===== src/rtl/carfield_l2_port_sched.sv =====
// rtl/carfield_l2_port_sched.sv - shares two L2 ports among NumReq requesters with per-port round-robin
module carfield_l2_port_sched #(
    parameter int unsigned          NumReq    = 4,
    parameter int unsigned          AddrWidth = 48,
    parameter int unsigned          DataWidth = 64,
    parameter logic [AddrWidth-1:0] Port0Base = 'h7800_0000,
    parameter logic [AddrWidth-1:0] PortSize  = 'h0002_0000,
    localparam int unsigned         OffW      = $clog2(PortSize)
) (
    input  logic                                clk_i,
    input  logic                                rst_ni,
    input  logic [NumReq-1:0]                   req_valid_i,
    output logic [NumReq-1:0]                   req_ready_o,
    input  logic [NumReq-1:0][AddrWidth-1:0]    req_addr_i,
    input  logic [NumReq-1:0]                   req_we_i,
    input  logic [NumReq-1:0][DataWidth-1:0]    req_wdata_i,
    output logic [NumReq-1:0]                   rsp_valid_o,
    output logic [NumReq-1:0]                   rsp_err_o,
    output logic [DataWidth-1:0]                rsp_rdata_o,
    output logic [1:0]                          port_req_o,
    input  logic [1:0]                          port_gnt_i,
    output logic [1:0][OffW-1:0]                port_addr_o,
    output logic [1:0]                          port_we_o,
    output logic [1:0][DataWidth-1:0]           port_wdata_o,
    input  logic [1:0]                          port_rvalid_i,
    input  logic [1:0][DataWidth-1:0]           port_rdata_i
);
    localparam int unsigned IdxW = $clog2(NumReq);
    localparam logic [AddrWidth-1:0] P1Base = Port0Base + PortSize;
    localparam logic [AddrWidth-1:0] P1End  = P1Base + PortSize;
    localparam logic [1:0][AddrWidth-1:0] Base = {P1Base, Port0Base};

    typedef enum logic [1:0] {IDLE, REQ, WAIT} state_e;

    state_e [1:0]                state_q, state_d;
    logic [1:0][IdxW-1:0]        rr_ptr_q, idx_q, win_idx;
    logic [1:0]                  win_ok, accept, can_arb, deliver, pend_q;
    logic [1:0][OffW-1:0]        off_d;
    logic [1:0][DataWidth-1:0]   hold_q;
    logic [1:0][NumReq-1:0]      hit;
    logic [NumReq-1:0]           hit_err, busy_q;
    logic                        err_ok, err_pend_q;
    logic [IdxW-1:0]             err_idx, err_idx_q;
    logic [1:0]                  we_q;
    logic [1:0][OffW-1:0]        addr_q;
    logic [1:0][DataWidth-1:0]   wdata_q;

    // Address decode of every non-busy valid requester into port 0, port 1 or error
    always_comb begin
        hit     = '0;
        hit_err = '0;
        for (int i = 0; i < int'(NumReq); i++) begin
            if (req_valid_i[i] && !busy_q[i]) begin
                if (req_addr_i[i] >= Port0Base && req_addr_i[i] < P1Base)
                    hit[0][i] = 1'b1;
                else if (req_addr_i[i] >= P1Base && req_addr_i[i] < P1End)
                    hit[1][i] = 1'b1;
                else
                    hit_err[i] = 1'b1;
            end
        end
    end

    // Round-robin pick per port (descending scan so the first index at/after rr_ptr wins),
    // lowest-index pick for the error path, and the response/ready steering
    always_comb begin
        int j;
        win_ok      = '0;
        win_idx     = '0;
        off_d       = '0;
        err_ok      = 1'b0;
        err_idx     = '0;
        req_ready_o = '0;
        rsp_valid_o = '0;
        rsp_err_o   = '0;
        rsp_rdata_o = '0;
        // Port 0 always drains first; port 1 waits while port 0 holds a response
        deliver[0]  = pend_q[0];
        deliver[1]  = pend_q[1] && !pend_q[0];
        for (int p = 0; p < 2; p++) begin
            for (int i = int'(NumReq) - 1; i >= 0; i--) begin
                j = int'(rr_ptr_q[p]) + i;
                if (j >= int'(NumReq)) j = j - int'(NumReq);
                if (hit[p][IdxW'(j)]) begin
                    win_ok[p]  = 1'b1;
                    win_idx[p] = IdxW'(j);
                end
            end
            off_d[p]   = OffW'(req_addr_i[win_idx[p]] - Base[p]);
            // A port holding an undelivered response stays out of arbitration
            can_arb[p] = (state_q[p] == IDLE) && (!pend_q[p] || deliver[p]);
            accept[p]  = can_arb[p] && win_ok[p];
            if (accept[p]) req_ready_o[win_idx[p]] = 1'b1;
            if (deliver[p]) rsp_valid_o[idx_q[p]] = 1'b1;
        end
        for (int i = int'(NumReq) - 1; i >= 0; i--) begin
            if (hit_err[i]) begin
                err_ok  = 1'b1;
                err_idx = IdxW'(i);
            end
        end
        if (err_ok) req_ready_o[err_idx] = 1'b1;
        if (err_pend_q) begin
            rsp_valid_o[err_idx_q] = 1'b1;
            rsp_err_o[err_idx_q]   = 1'b1;
        end
        if (deliver[0])      rsp_rdata_o = hold_q[0];
        else if (deliver[1]) rsp_rdata_o = hold_q[1];
    end

    // Per-port FSM next state and L2 request strobe
    always_comb begin
        state_d    = state_q;
        port_req_o = '0;
        for (int p = 0; p < 2; p++) begin
            case (state_q[p])
                IDLE: if (accept[p]) state_d[p] = REQ;
                REQ: begin
                    port_req_o[p] = 1'b1;
                    if (port_gnt_i[p]) state_d[p] = WAIT;
                end
                WAIT: if (port_rvalid_i[p]) state_d[p] = IDLE;
                default: state_d[p] = IDLE;
            endcase
        end
    end

    assign port_addr_o  = addr_q;
    assign port_we_o    = we_q;
    assign port_wdata_o = wdata_q;

    // State, captured transaction, response holding registers and busy bits
    always_ff @(posedge clk_i or negedge rst_ni) begin
        if (!rst_ni) begin
            state_q    <= {IDLE, IDLE};
            rr_ptr_q   <= '0;
            idx_q      <= '0;
            addr_q     <= '0;
            we_q       <= '0;
            wdata_q    <= '0;
            pend_q     <= '0;
            hold_q     <= '0;
            busy_q     <= '0;
            err_pend_q <= 1'b0;
            err_idx_q  <= '0;
        end else begin
            state_q <= state_d;
            for (int p = 0; p < 2; p++) begin
                if (accept[p]) begin
                    idx_q[p]    <= win_idx[p];
                    addr_q[p]   <= off_d[p];
                    we_q[p]     <= req_we_i[win_idx[p]];
                    wdata_q[p]  <= req_wdata_i[win_idx[p]];
                    rr_ptr_q[p] <= (win_idx[p] == IdxW'(NumReq - 1)) ? '0 : win_idx[p] + 1'b1;
                end
                if (state_q[p] == WAIT && port_rvalid_i[p]) begin
                    pend_q[p] <= 1'b1;
                    hold_q[p] <= port_rdata_i[p];
                end else if (deliver[p]) begin
                    pend_q[p] <= 1'b0;
                end
            end
            busy_q     <= (busy_q | req_ready_o) & ~rsp_valid_o;
            err_pend_q <= err_ok;
            if (err_ok) err_idx_q <= err_idx;
        end
    end
endmodule


===== config.mk =====
export PLATFORM = sky130hd
export DESIGN_NAME = carfield_l2_port_sched
export DESIGN_NICKNAME = d
export VERILOG_FILES = /design/src/rtl/carfield_l2_port_sched.sv
export SDC_FILE = /design/constraint.sdc
export NUM_CORES = 1
export LEC_CHECK = 0
export CELL_PAD_IN_SITES_DETAIL_PLACEMENT = 1
export CELL_PAD_IN_SITES_GLOBAL_PLACEMENT = 2
export CORE_AREA = 2 2 326 328
export DETAILED_ROUTE_END_ITERATION = 7
export DIE_AREA = 0 0 328 330
export PLACE_DENSITY_LB_ADDON = 0.1
export SLEW_MARGIN = 20
export SYNTH_ARGS = -nofsm -noshare
export SYNTH_HDL_FRONTEND = slang
export SYNTH_SLANG_ARGS = --single-unit

===== constraint.sdc =====
create_clock -name clk_i -period 4.4 [get_ports clk_i]
set_input_delay 0.66 -clock clk_i [delete_from_list [all_inputs] [get_ports clk_i]]
set_output_delay 0.66 -clock clk_i [all_outputs]
set_load 0.1 [all_outputs]

; ---- Word-level counts from Yosys, hierarchy flattened
; Cells that the tools add are included.
[totals]
register_bits = 313
input_bits = 590
elab_cells = 272
[op_classes]
eq_ne = 12
n_reduce_logical = 36
n_addsub = 18
bitwise_logic = 7
muxes = 136
n_lt_le_gt_ge = 44
[ops]
columns = operator, count
row1 = $ge 48x31->1 const B, 8
row2 = $lt 48x31->1 const B, 8
row3 = $bmux 64 s2, 2
row4 = $mux 64, 4
row5 = $bmux 48 s2, 2
row6 = $mux 1, 73
row7 = $mux 2, 28
row8 = $mux 17, 2
row9 = $sub 17x1->17 const B, 2
row10 = $lt 2x4->1 const B, 8
row11 = $mux 4, 7
row12 = $logic_and 1x1->1, 24
row13 = $bmux 1 s2, 10
row14 = $or 4x4->4, 5
row15 = $ge 3x3->1 const B, 6
row16 = $lt 2x3->1 const B, 6
row17 = $sub 2x1->2 const B, 8
row18 = $add 2x2->3 const B, 4
row19 = $demux 1 s2, 6
row20 = $ge 2x1->1 const B, 6
row21 = $ne 2x2->1 const B, 6
row22 = $pmux 2 s3, 2
row23 = $eq 2x2->1 const B, 4
row24 = $add 2x1->3 const B, 2
row25 = 10 further kinds, 20

; ---- Depth between registers and ports, before layout
; Gate-level depths: netlist of run 1.
[depth]
ltp_word = 22
ltp_mapped = 14
depth_no_buf = 11

; ---- Worst setup path after synthesis of run 1
; OpenSTA, ideal clock, no wires.
[synth_timing]
kind = register to output
start = reg err_idx_q[1]
end = out rsp_valid_o[0]
setup_slack_ps = 234
t_arrival_ps = 3506
required_ps = 3740
path_stages_with_launch = 3
n_path_buf = 0
path_cell_list = dfrtp_1 > nor3b_1 > a211o_1
[synth_via]
elab_chain_len = 6
elab_cells_between_ends = 7
cone_classes = order compare: 2 / mux: 3 / bitwise: 1 / reduce/logical: 1
[synth_rtl]
columns = item, line
row1 = from (decl), 43  ; logic [IdxW-1:0] err_idx, err_idx_q;
row2 = from (signal assigned), 165  ; if (err_ok) err_idx_q <= err_idx;
row3 = $lt 2x3->1 (not written as such) or $ge 2x1->1 (tied branches), 104  ; rsp_valid_o[err_idx_q] = 1'b1;
row4 = $logic_and 1x1->1 (not written as such), 104
row5 = $mux 1 (not written as such), 104
row6 = $demux 1 s2 *, 104
row7 = $or 4x4->4 (no source line) *, n/a
row8 = $mux 4 *, 103  ; if (err_pend_q) begin
row9 = to (decl), 17  ; output logic [NumReq-1:0] rsp_valid_o,
; Every way passes the cells marked *; elsewhere a longest branch is shown, timed or not.

==> results of run 1 <==
-- cell type report --
| class | instances | area share |
|---|---|---|
| clock buffers | 73 | 0.04552 |
| well taps | 1391 | 0.05766 |
| inverters | 15 | 0.001865 |
| multi-input cells | 1454 | 0.3334 |
| diodes | 24 | 0.001990 |
| flip-flops and latches | 313 | 0.2595 |
| clock inverters | 11 | 0.005140 |
| repair buffers | 892 | 0.2949 |
-- synth_stat cells (22+ instances only) --
library cell,instances,area (sq um)
nand2_1,488,1832
mux2i_1,329,3293
o21ai_0,89,445.4
a22o_1,59,516.8
nor4_1,24,150.1
dfrtp_1,313,7833
and3_1,86,538.0
buf_2,33,165.2
clkbuf_1,63,236.5
or2_2,83,519.3
mux2_2,148,1667
nor2_1,22,82.58
-- repair_timing --
item / CTS / global route
resized for setup: 0 / 1
setup endpoints to repair: 0 / 1
setup buffers: 0 / 0
-- worst paths after layout --
kind / from / to / cells past startpoint
min reg2reg: hold_q[55]$_DFFE_PN0P_ / hold_q[55]$_DFFE_PN0P_ / 2
max: req_addr_i[31] / req_ready_o[3] / 14
min: rst_ni / port_wdata_o[125]$_DFFE_PN0N_ / 1
min in group clk_i: hold_q[55]$_DFFE_PN0P_ / hold_q[55]$_DFFE_PN0P_ / 2
max reg2reg: busy_q[3]$_DFF_PN0_ / port_wdata_o[41]$_DFFE_PN0P_ / 10
max in group asynchronous: rst_ni / port_wdata_o[23]$_DFFE_PN0P_ / 2
-- flip-flops by register name, summed over array words and instances, names as in the netlist --
signal        cells
hold_q          128
port_wdata_o    128
port_addr_o      34
busy_q            4
idx_q             4
rr_ptr_q          4
state_q           4
err_idx_q         2
pend_q            2
port_we_o         2
err_pend_q        1
-- kinds of logic (layout without fill, tap and decap cells) --
kind of cell	after synthesis	after routing
and+or+nand+nor	767	767
muxes	477	477
DFF	313	313
AOI/OAI and AO/OA	202	202
buffers and inverters	147	991
adders and majority gates	8	8
other	0	24
-- report_power, final --
| part | leakage (uW) | switching, uW | internal, uW |
|---|---|---|---|
| clock | 0.000741 | 1560 | 2220 |
| combinational | 0.00749 | 800 | 778 |
| sequential | 0.00424 | 94.1 | 3030 |
| total | 0.0125 | 2450 | 6030 |
-- placed cells by master (no fill, tap or decap), types with 7 or more instances in the layout --
master / count
buf_4: 107
a22o_1: 59
mux2_2: 148
clkbuf_16: 47
buf_12: 25
nand3_1: 11
ha_1: 8
diode_2: 24
mux2i_1: 329
nor2_1: 22
a31oi_1: 7
o21ai_0: 89
inv_1: 14
nand4_1: 8
dfrtp_1: 312
or2_2: 83
nor2b_1: 7
nand2b_1: 9
nor4_1: 24
nand2_1: 488
clkdlybuf4s50_1: 756
o21ai_1: 8
clkbuf_1: 16
a21oi_1: 9
clkbuf_8: 10
and3_1: 86
-- through the flow --
| stage | total power [uW] | instance area, sq um | utilization | instances | worst slack (ns) |
|---|---|---|---|---|---|
| floorplan | 3824 | 18600 | - | 1914 | 0.2340 |
| global placement | 4750 | 28600 | 0.2733 | 4065 | 0.1345 |
| detailed placement | 4774 | 28590 | 0.2731 | 4065 | 0.2088 |
| CTS | 8690 | 30120 | 0.2877 | 4149 | 0.1885 |
| global route | 8913 | 30170 | 0.2882 | 4168 | 0.03014 |
| finish | 8476 | 30180 | 0.2884 | 4173 | 0.2110 |
-- worst reg2reg max path, cell delays in order (launching register included) --
cell and delay, ns:
dfrtp_1 0.42, nor4b_1 0.31, and4_1 0.25, or3b_2 0.50, nand2_1 0.11, o221a_4 0.23
buf_12 0.26, buf_4 0.52, mux2i_1 0.30, nand2_1 0.07, and3_1 0.18
-- per-layer routing --
metal	vias to the layer above	wire length, microns	track usage
li1	8328	-	-
met1	8621	37410	0.1945
met2	549	52320	0.3218
met3	141	7074	0.05705
met4	32	3346	0.07409
met5	-	176	0
==> run_results.csv, run 1 <==
group,metric,value,unit
timing,finalHoldViolCount,0,
synthesis,syn_area,0.01860,sq mm
clocking,postCtsHoldBufs,0,
detailed_routing,routed_wl,100.3,mm
timing,hold_ws,0.02155,ns
synthesis,synthAdderAreaFrac,0.005382,
detailed_routing,viasPerCell,4.235,
layout,multi_input_area,0.01006,sq mm
place,port_buffers,831,
detailed_routing,drcViolationCount,0,
global_route,gr-total-overflow,0,
floorplanning,die_w,328,microns
layout,syn_to_final_growth,62.29,%
synthesis,synthXorXnorAreaFrac,0,
layout,register_area,0.007834,sq mm
flow_run,max-cap-violations,0,
layout,final_layout_size_suffix_gt1_frac,0.1646,
floorplanning,dieArea,0.1082,sq mm
synthesis,muxShareOfSynthArea,0.2667,
synthesis,ys_seq_area_frac,0.4212,
clocking,cts_tree,"built",
global_route,grt_pass1_vias,19520,
synthesis,yosys.area_share.simple,0.1915,
layout,fillers,11870,
floorplanning,start_util,0.1777,
worst_setup_path,slowest_delay,0.44,ns
clocking,htreeDepth,2,
synthesis,ys_seq_elements,313,
detailed_routing,first_pass_iters,4,
worst_setup_path,worstPathMaxFanout,4,
synthesis,netlist_instances,1914,
clocking,clk-insertion-delay-late,0.63,ns
floorplanning,rows,119,
layout,nets,3321,
hold_path,hp-class,"primary input to asynchronous set/reset pin",
clocking,clk_pin_slew,0.06,ns
worst_setup_path,cp_num_buf_inv,6,
timing,tns,0,ns
synthesis,async_reset_ff_frac,1.000,
global_route,grt_pass1_wl,141.6,mm
worst_setup_path,crit_arrival,3.53,ns
synthesis,synth_top_family_by_area,"multiplexers",
floorplanning,top_level_ports,832,
power,p_leak,0.01247,uW
worst_setup_path,critPathKind,"primary input to primary output",
timing,finalCritPeriodShare,0.9521,
timing,max-slew-margin-rel,0.1994,
synthesis,syn_nets,2512,
global_route,antenna_found_initial,37,
synthesis,syn_avg_cell_area,9.717,sq um
power,irDropWorstVdd,0.0002738,V
synthesis,synthFlopType,"dfrtp_1",
synthesis,synth-edff-count,0,
floorplanning,core,0.1047,sq mm
timing,rsz0062_at_grt,"false",
worst_setup_path,ff2ff_setup_slack,1.14,ns
detailed_routing,vias,17670,
clocking,clk_path_buf_depth,3,
detailed_routing,ant_nets,0,
worst_setup_path,critPathTopFamily,"buffers and inverters",
detailed_routing,dr.first_iter.drc_count,578,
worst_setup_path,startpoint_type,"primary input",
timing,fin_crit,4.189,ns
power,pwr_density_cell,280.8,mW/mm^2
timing,setup_viol,0,
clocking,cts_buffers,47,
worst_setup_path,end_kind,"primary output",
detailed_routing,wl_per_cell,24.04,microns
synthesis,yosys_warnings,0,
global_route,track_usage,0.1795,
outcome,outcome,"completed",
global_route,grt_max_degree,88,
synthesis,synth_compound_area_frac,0.07387,
clocking,root_buffer,"clkbuf_16",
timing,worst_slew_pin_slew,1.197,ns
place,place_congestion,0.8393,
worst_setup_path,critPathRequiredTime,3.74,ns
timing,drv_slew,0,
floorplanning,dieHeight,330,microns
synthesis,ys_types,57,
worst_setup_path,slowest_stage,"clkdlybuf4s50_1",
clocking,clock_sinks,313,
timing,clock.fmax,238.7,MHz
timing,skew,0.02036,ns
worst_setup_path,critical_path.cell_chain,"clkdlybuf4s50_1 > nor4_1 > buf_4 > nand3_1 > nor4_1 > buf_4 > inv_1 > o221a_2 > o22ai_4 > inv_1 > ha_1 > a21oi_1 > nand2_1 > buf_12",
place,dp.final_hpwl,76.61,mm
Power figures use the tool's default switching activity.
==> run 2: changes to the inputs <==
==> constraint.sdc (replaced) <==
create_clock -name clk_i -period 4.1 [get_ports clk_i]
set_input_delay 0.615 -clock clk_i [delete_from_list [all_inputs] [get_ports clk_i]]
set_output_delay 0.615 -clock clk_i [all_outputs]
set_load 0.1 [all_outputs]
==> run_results.csv, run 2 (synthesized netlist as in run 1, its figures left out) <==
group,metric,value,unit
worst_setup_path,crit_arrival,3.42,ns
worst_setup_path,rr_worst_depth,11,
global_route,grt_max_degree,84,
timing,finalCritPeriodShare,0.9830,
layout,final_layout_size_suffix_gt1_frac,0.1777,
place,place_area,0.02881,sq mm
timing,skew,0.03181,ns
clocking,cts_buffers,45,
place,port_buffers,831,
global_route,grt_pass1_wl,141.2,mm
power,p_leak,0.01266,uW
worst_setup_path,startpoint_type,"primary input",
power,irDropWorstVdd,0.0002749,V
detailed_routing,drcViolationCount,0,
layout,nets,3338,
place,dp.final_hpwl,77.38,mm
detailed_routing,vias,17860,
global_route,gr-total-overflow,0,
layout,final_core_util,0.2916,
timing,worst_slew_pin_slew,1.194,ns
floorplanning,dieArea,0.1082,sq mm
clocking,clk-insertion-delay-late,0.64,ns
timing,setup_viol,0,
clocking,htreeDepth,2,
floorplanning,core,0.1047,sq mm
global_route,grt_pass1_vias,19540,
clocking,cts_tree,"built",
flow_run,max-cap-violations,0,
floorplanning,rows,119,
global_route,antenna_found_initial,39,
clocking,clock_sinks,313,
layout,final_common_cell,"clkdlybuf4s50_1",
worst_setup_path,critPathKind,"primary input to primary output",
timing,rsz0062_at_grt,"true",
power,pwr_density_cell,302.5,mW/mm^2
timing,clock.fmax,248.1,MHz
clocking,clk_path_buf_depth,3,
timing,max-slew-margin-rel,0.2015,
clocking,postCtsHoldBufs,0,
place,place_congestion,0.8316,
layout,final_cell_mix,"754 x clkdlybuf4s50_1, 487 x nand2_1, 329 x mux2i_1",
worst_setup_path,end_kind,"primary output",
layout,syn_to_final_growth,64.10,%
worst_setup_path,worstPathMaxFanout,3,
hold_path,hp-class,"primary input to asynchronous set/reset pin",
outcome,outcome,"completed",
detailed_routing,first_pass_iters,5,
global_route,track_usage,0.1792,
floorplanning,die_w,328,microns
timing,drv_slew,0,
floorplanning,top_level_ports,832,
clocking,root_buffer,"clkbuf_16",
worst_setup_path,critPathRequiredTime,3.48,ns
floorplanning,dieHeight,330,microns
timing,fin_crit,4.030,ns
timing,finalHoldViolCount,0,
detailed_routing,viasPerCell,4.266,
detailed_routing,ant_nets,0,
layout,final_area,0.03052,sq mm
detailed_routing,wl_per_cell,24.00,microns
floorplanning,start_util,0.1777,
detailed_routing,dr.first_iter.drc_count,569,
clocking,clk_pin_slew,0.06,ns
detailed_routing,routed_wl,100.5,mm
-- run 2: cell types whose count changed in the layout (fill, tap and decap cells not counted), sizes merged, moves of 2 or more --
cell	before	now
bufinv	1	3
clkinv	8	13
diode	24	21
buf	136	157
clkbuf	73	64
clkdlybuf4s50	756	754
-- run 2: layer usage --
layer / vias to the layer above / share of wire / track usage / wire (microns)
met4: 32 / 0.038 / 0.07519 / 3800
met1: 8777 / 0.38 / 0.1959 / 38010
met2: 552 / 0.51 / 0.3210 / 51710
met3: 158 / 0.067 / 0.05417 / 6754
li1: 8339 / - / - / -
met5: - / 0.0021 / 0 / 206
-- run 2: area by class of cell --
cell class	instances	area, sq um
Tap cell	1391	1740
Inverter	15	56.30
Multi-Input combinational cell	1454	10140
Sequential cell	313	7834
Clock buffer	64	1318
Timing Repair Buffer	911	9136
Clock inverter	17	237.7
Antenna cell	21	52.55
Fill cell	11860	74150
-- run 2: critical path, cell delays in order --
cell and delay, ns:
clkdlybuf4s50_1 0.43, nor4_2 0.32, buf_4 0.16, nand3_1 0.14, nor4_4 0.33, buf_4 0.17, inv_1 0.05, o221a_2 0.26
o22ai_4 0.11, inv_1 0.10, ha_1 0.21, a21oi_1 0.15, nand2_1 0.16, buf_12 0.21
-- run 2: worst paths after layout --
check                                             from                            to  slack [ns]
max in group asynchronous                       rst_ni  port_wdata_o[49]$_DFFE_PN0P_        3.05
worst min-delay path                            rst_ni           busy_q[0]$_DFF_PN0_       0.007
worst max-delay path                    req_addr_i[18]                req_ready_o[3]        0.07
worst min register to register  hold_q[56]$_DFFE_PN0P_        hold_q[56]$_DFFE_PN0P_        0.47
worst max register to register     busy_q[3]$_DFF_PN0_  port_wdata_o[39]$_DFFE_PN0P_        0.83
min in group clk_i              hold_q[56]$_DFFE_PN0P_        hold_q[56]$_DFFE_PN0P_        0.47
-- run 2: power breakdown --
| group | internal (uW) | switching, uW |
|---|---|---|
| combinational | 847 | 894 |
| sequential | 3250 | 101 |
| clock | 2440 | 1700 |
-- run 2: repair_timing --
item	4_1_cts	5_1_grt
resized for setup	1	14
endpoints found under the hold margin	0	0
pin swaps	1	3
setup endpoints to repair	2	4
setup buffers	0	3
-- run 2: through the flow --
step / instances / power (uW) / setup slack (ns) / setup TNS (ns) / hold WS (ns)
after floorplan: 1914 / 4108 / 0.1991 / 0 / 0.3194
after global placement: 4081 / 5131 / -0.07934 / -3.380 / 0.4602
after detailed placement: 4081 / 5155 / -0.1200 / -5.190 / 0.4634
after CTS: 4162 / 9455 / 0.02054 / 0 / 0.05734
after global routing: 4183 / 9679 / -0.1036 / -0.1545 / 0.04433
final: 4186 / 9231 / 0.06967 / 0 / 0.007413
==> run 3: changes to the inputs <==
--- a/config.mk
+++ b/config.mk
@@ -11,6 +11,7 @@
 export DETAILED_ROUTE_END_ITERATION = 7
 export DIE_AREA = 0 0 328 330
 export PLACE_DENSITY_LB_ADDON = 0.1
+export SKIP_CTS_REPAIR_TIMING = 1
 export SLEW_MARGIN = 20
 export SYNTH_ARGS = -nofsm -noshare
 export SYNTH_HDL_FRONTEND = slang
==> run_results.csv, run 3 (synthesized netlist as in run 1, its figures left out) <==
group,metric,value,unit
outcome,outcome,"completed",
floorplanning,top_level_ports,832,
global_route,grt_pass1_vias,19530,
layout,final_common_cell,"clkdlybuf4s50_1",
hold_path,hp-class,"primary input to asynchronous set/reset pin",
clocking,cts_buffers,45,
timing,fin_crit,3.983,ns
global_route,grt_max_degree,84,
timing,setup_viol,0,
timing,max-slew-margin-rel,0.2012,
worst_setup_path,worstPathMaxFanout,3,
timing,worst_slew_pin_slew,1.194,ns
timing,drv_slew,0,
worst_setup_path,startpoint_type,"primary input",
worst_setup_path,end_kind,"primary output",
power,irDropWorstVdd,0.0002749,V
layout,syn_to_final_growth,64.11,%
detailed_routing,dr.first_iter.drc_count,585,
power,pwr_density_cell,302.3,mW/mm^2
clocking,clock_sinks,313,
clocking,cts_tree,"built",
timing,clock.fmax,251.1,MHz
clocking,htreeDepth,2,
detailed_routing,wl_per_cell,24.00,microns
layout,final_cell_mix,"754 x clkdlybuf4s50_1, 486 x nand2_1, 329 x mux2i_1",
global_route,grt_pass1_wl,141.1,mm
power,p_leak,0.01266,uW
timing,hold_ws,0.009574,ns
detailed_routing,vias,17870,
clocking,root_buffer,"clkbuf_16",
clocking,clk_pin_slew,0.06,ns
worst_setup_path,critPathKind,"primary input to primary output",
worst_setup_path,ff2ff_setup_slack,0.84,ns
global_route,gr-total-overflow,0,
detailed_routing,viasPerCell,4.270,
detailed_routing,ant_nets,0,
global_route,antenna_found_initial,39,
place,port_buffers,831,
place,dp_slack,-0.1200,ns
floorplanning,start_util,0.1777,
global_route,track_usage,0.1792,
layout,final_layout_size_suffix_gt1_frac,0.1781,
floorplanning,die_w,328,microns
place,dp.final_hpwl,77.38,mm
floorplanning,dieHeight,330,microns
worst_setup_path,critPathRequiredTime,3.48,ns
detailed_routing,first_pass_iters,5,
worst_setup_path,crit_arrival,3.37,ns
floorplanning,rows,119,
floorplanning,dieArea,0.1082,sq mm
layout,nets,3338,
timing,fin_ws,0.1173,ns
clocking,clk-insertion-delay-late,0.64,ns
timing,skew,0.03171,ns
layout,final_core_util,0.2916,
floorplanning,core,0.1047,sq mm
clocking,clk_path_buf_depth,3,
flow_run,max-cap-violations,0,
detailed_routing,routed_wl,100.4,mm
detailed_routing,drcViolationCount,0,
timing,finalCritPeriodShare,0.9714,
timing,finalHoldViolCount,0,
place,place_congestion,0.8316,
place,place_area,0.02881,sq mm
power,power.total,9228,uW
layout,final_area,0.03052,sq mm
==> run 3: worst paths after layout <==
kind                                         from                            to  cells past startpoint
min in group clk_i         hold_q[56]$_DFFE_PN0P_        hold_q[56]$_DFFE_PN0P_                      2
setup reg to reg              busy_q[3]$_DFF_PN0_  port_wdata_o[39]$_DFFE_PN0P_                     11
max in group asynchronous                  rst_ni  port_wdata_o[49]$_DFFE_PN0P_                      2
setup / recovery                   req_addr_i[18]                req_ready_o[3]                     14
hold reg to reg            hold_q[56]$_DFFE_PN0P_        hold_q[56]$_DFFE_PN0P_                      2
hold / removal                             rst_ni           busy_q[0]$_DFF_PN0_                      1
==> run 3: cell type report <==
type / instances / area [sq um]
Clock buffer: 64 / 1318
Inverter: 15 / 56.30
Tap cell: 1391 / 1740
Clock inverter: 17 / 237.7
Sequential cell: 313 / 7834
Fill cell: 11860 / 74150
Antenna cell: 21 / 52.55
Timing Repair Buffer: 911 / 9136
Multi-Input combinational cell: 1454 / 10150
==> run 3: critical path: stages <==
cell and delay [ns]:
clkdlybuf4s50_1 0.43, nor4_2 0.31, buf_4 0.16, nand3_1 0.14, nor4_4 0.33, buf_4 0.17
inv_1 0.05, o221a_2 0.26, o22ai_4 0.11, inv_1 0.10, ha_1 0.21, a21oi_1 0.18
nand2_2 0.12, buf_12 0.18
==> run 3: per-layer routing <==
metal  GRT usage  wire [microns]  vias to the layer above
met5           0             206                        -
met4     0.07519            3805                       32
met2      0.3210           51750                      550
met3     0.05417            6684                      158
li1            -               -                     8345
met1      0.1957           38000                     8788
==> run 3: stage by stage <==
step,instances,setup TNS (ns)
2_1_floorplan,1914,0
3_3_place_gp,4081,-3.380
3_5_place_dp,4081,-5.190
4_1_cts,4162,-0.1069
5_1_grt,4183,-0.1207
6_report,4186,0
==> run 3: report_power, final <==
group,internal (uW),switching [uW],leakage (uW)
logic,847,892,0.00765
clock network,2440,1700,0.000765
registers,3250,101,0.00424
total,6540,2690,0.0127
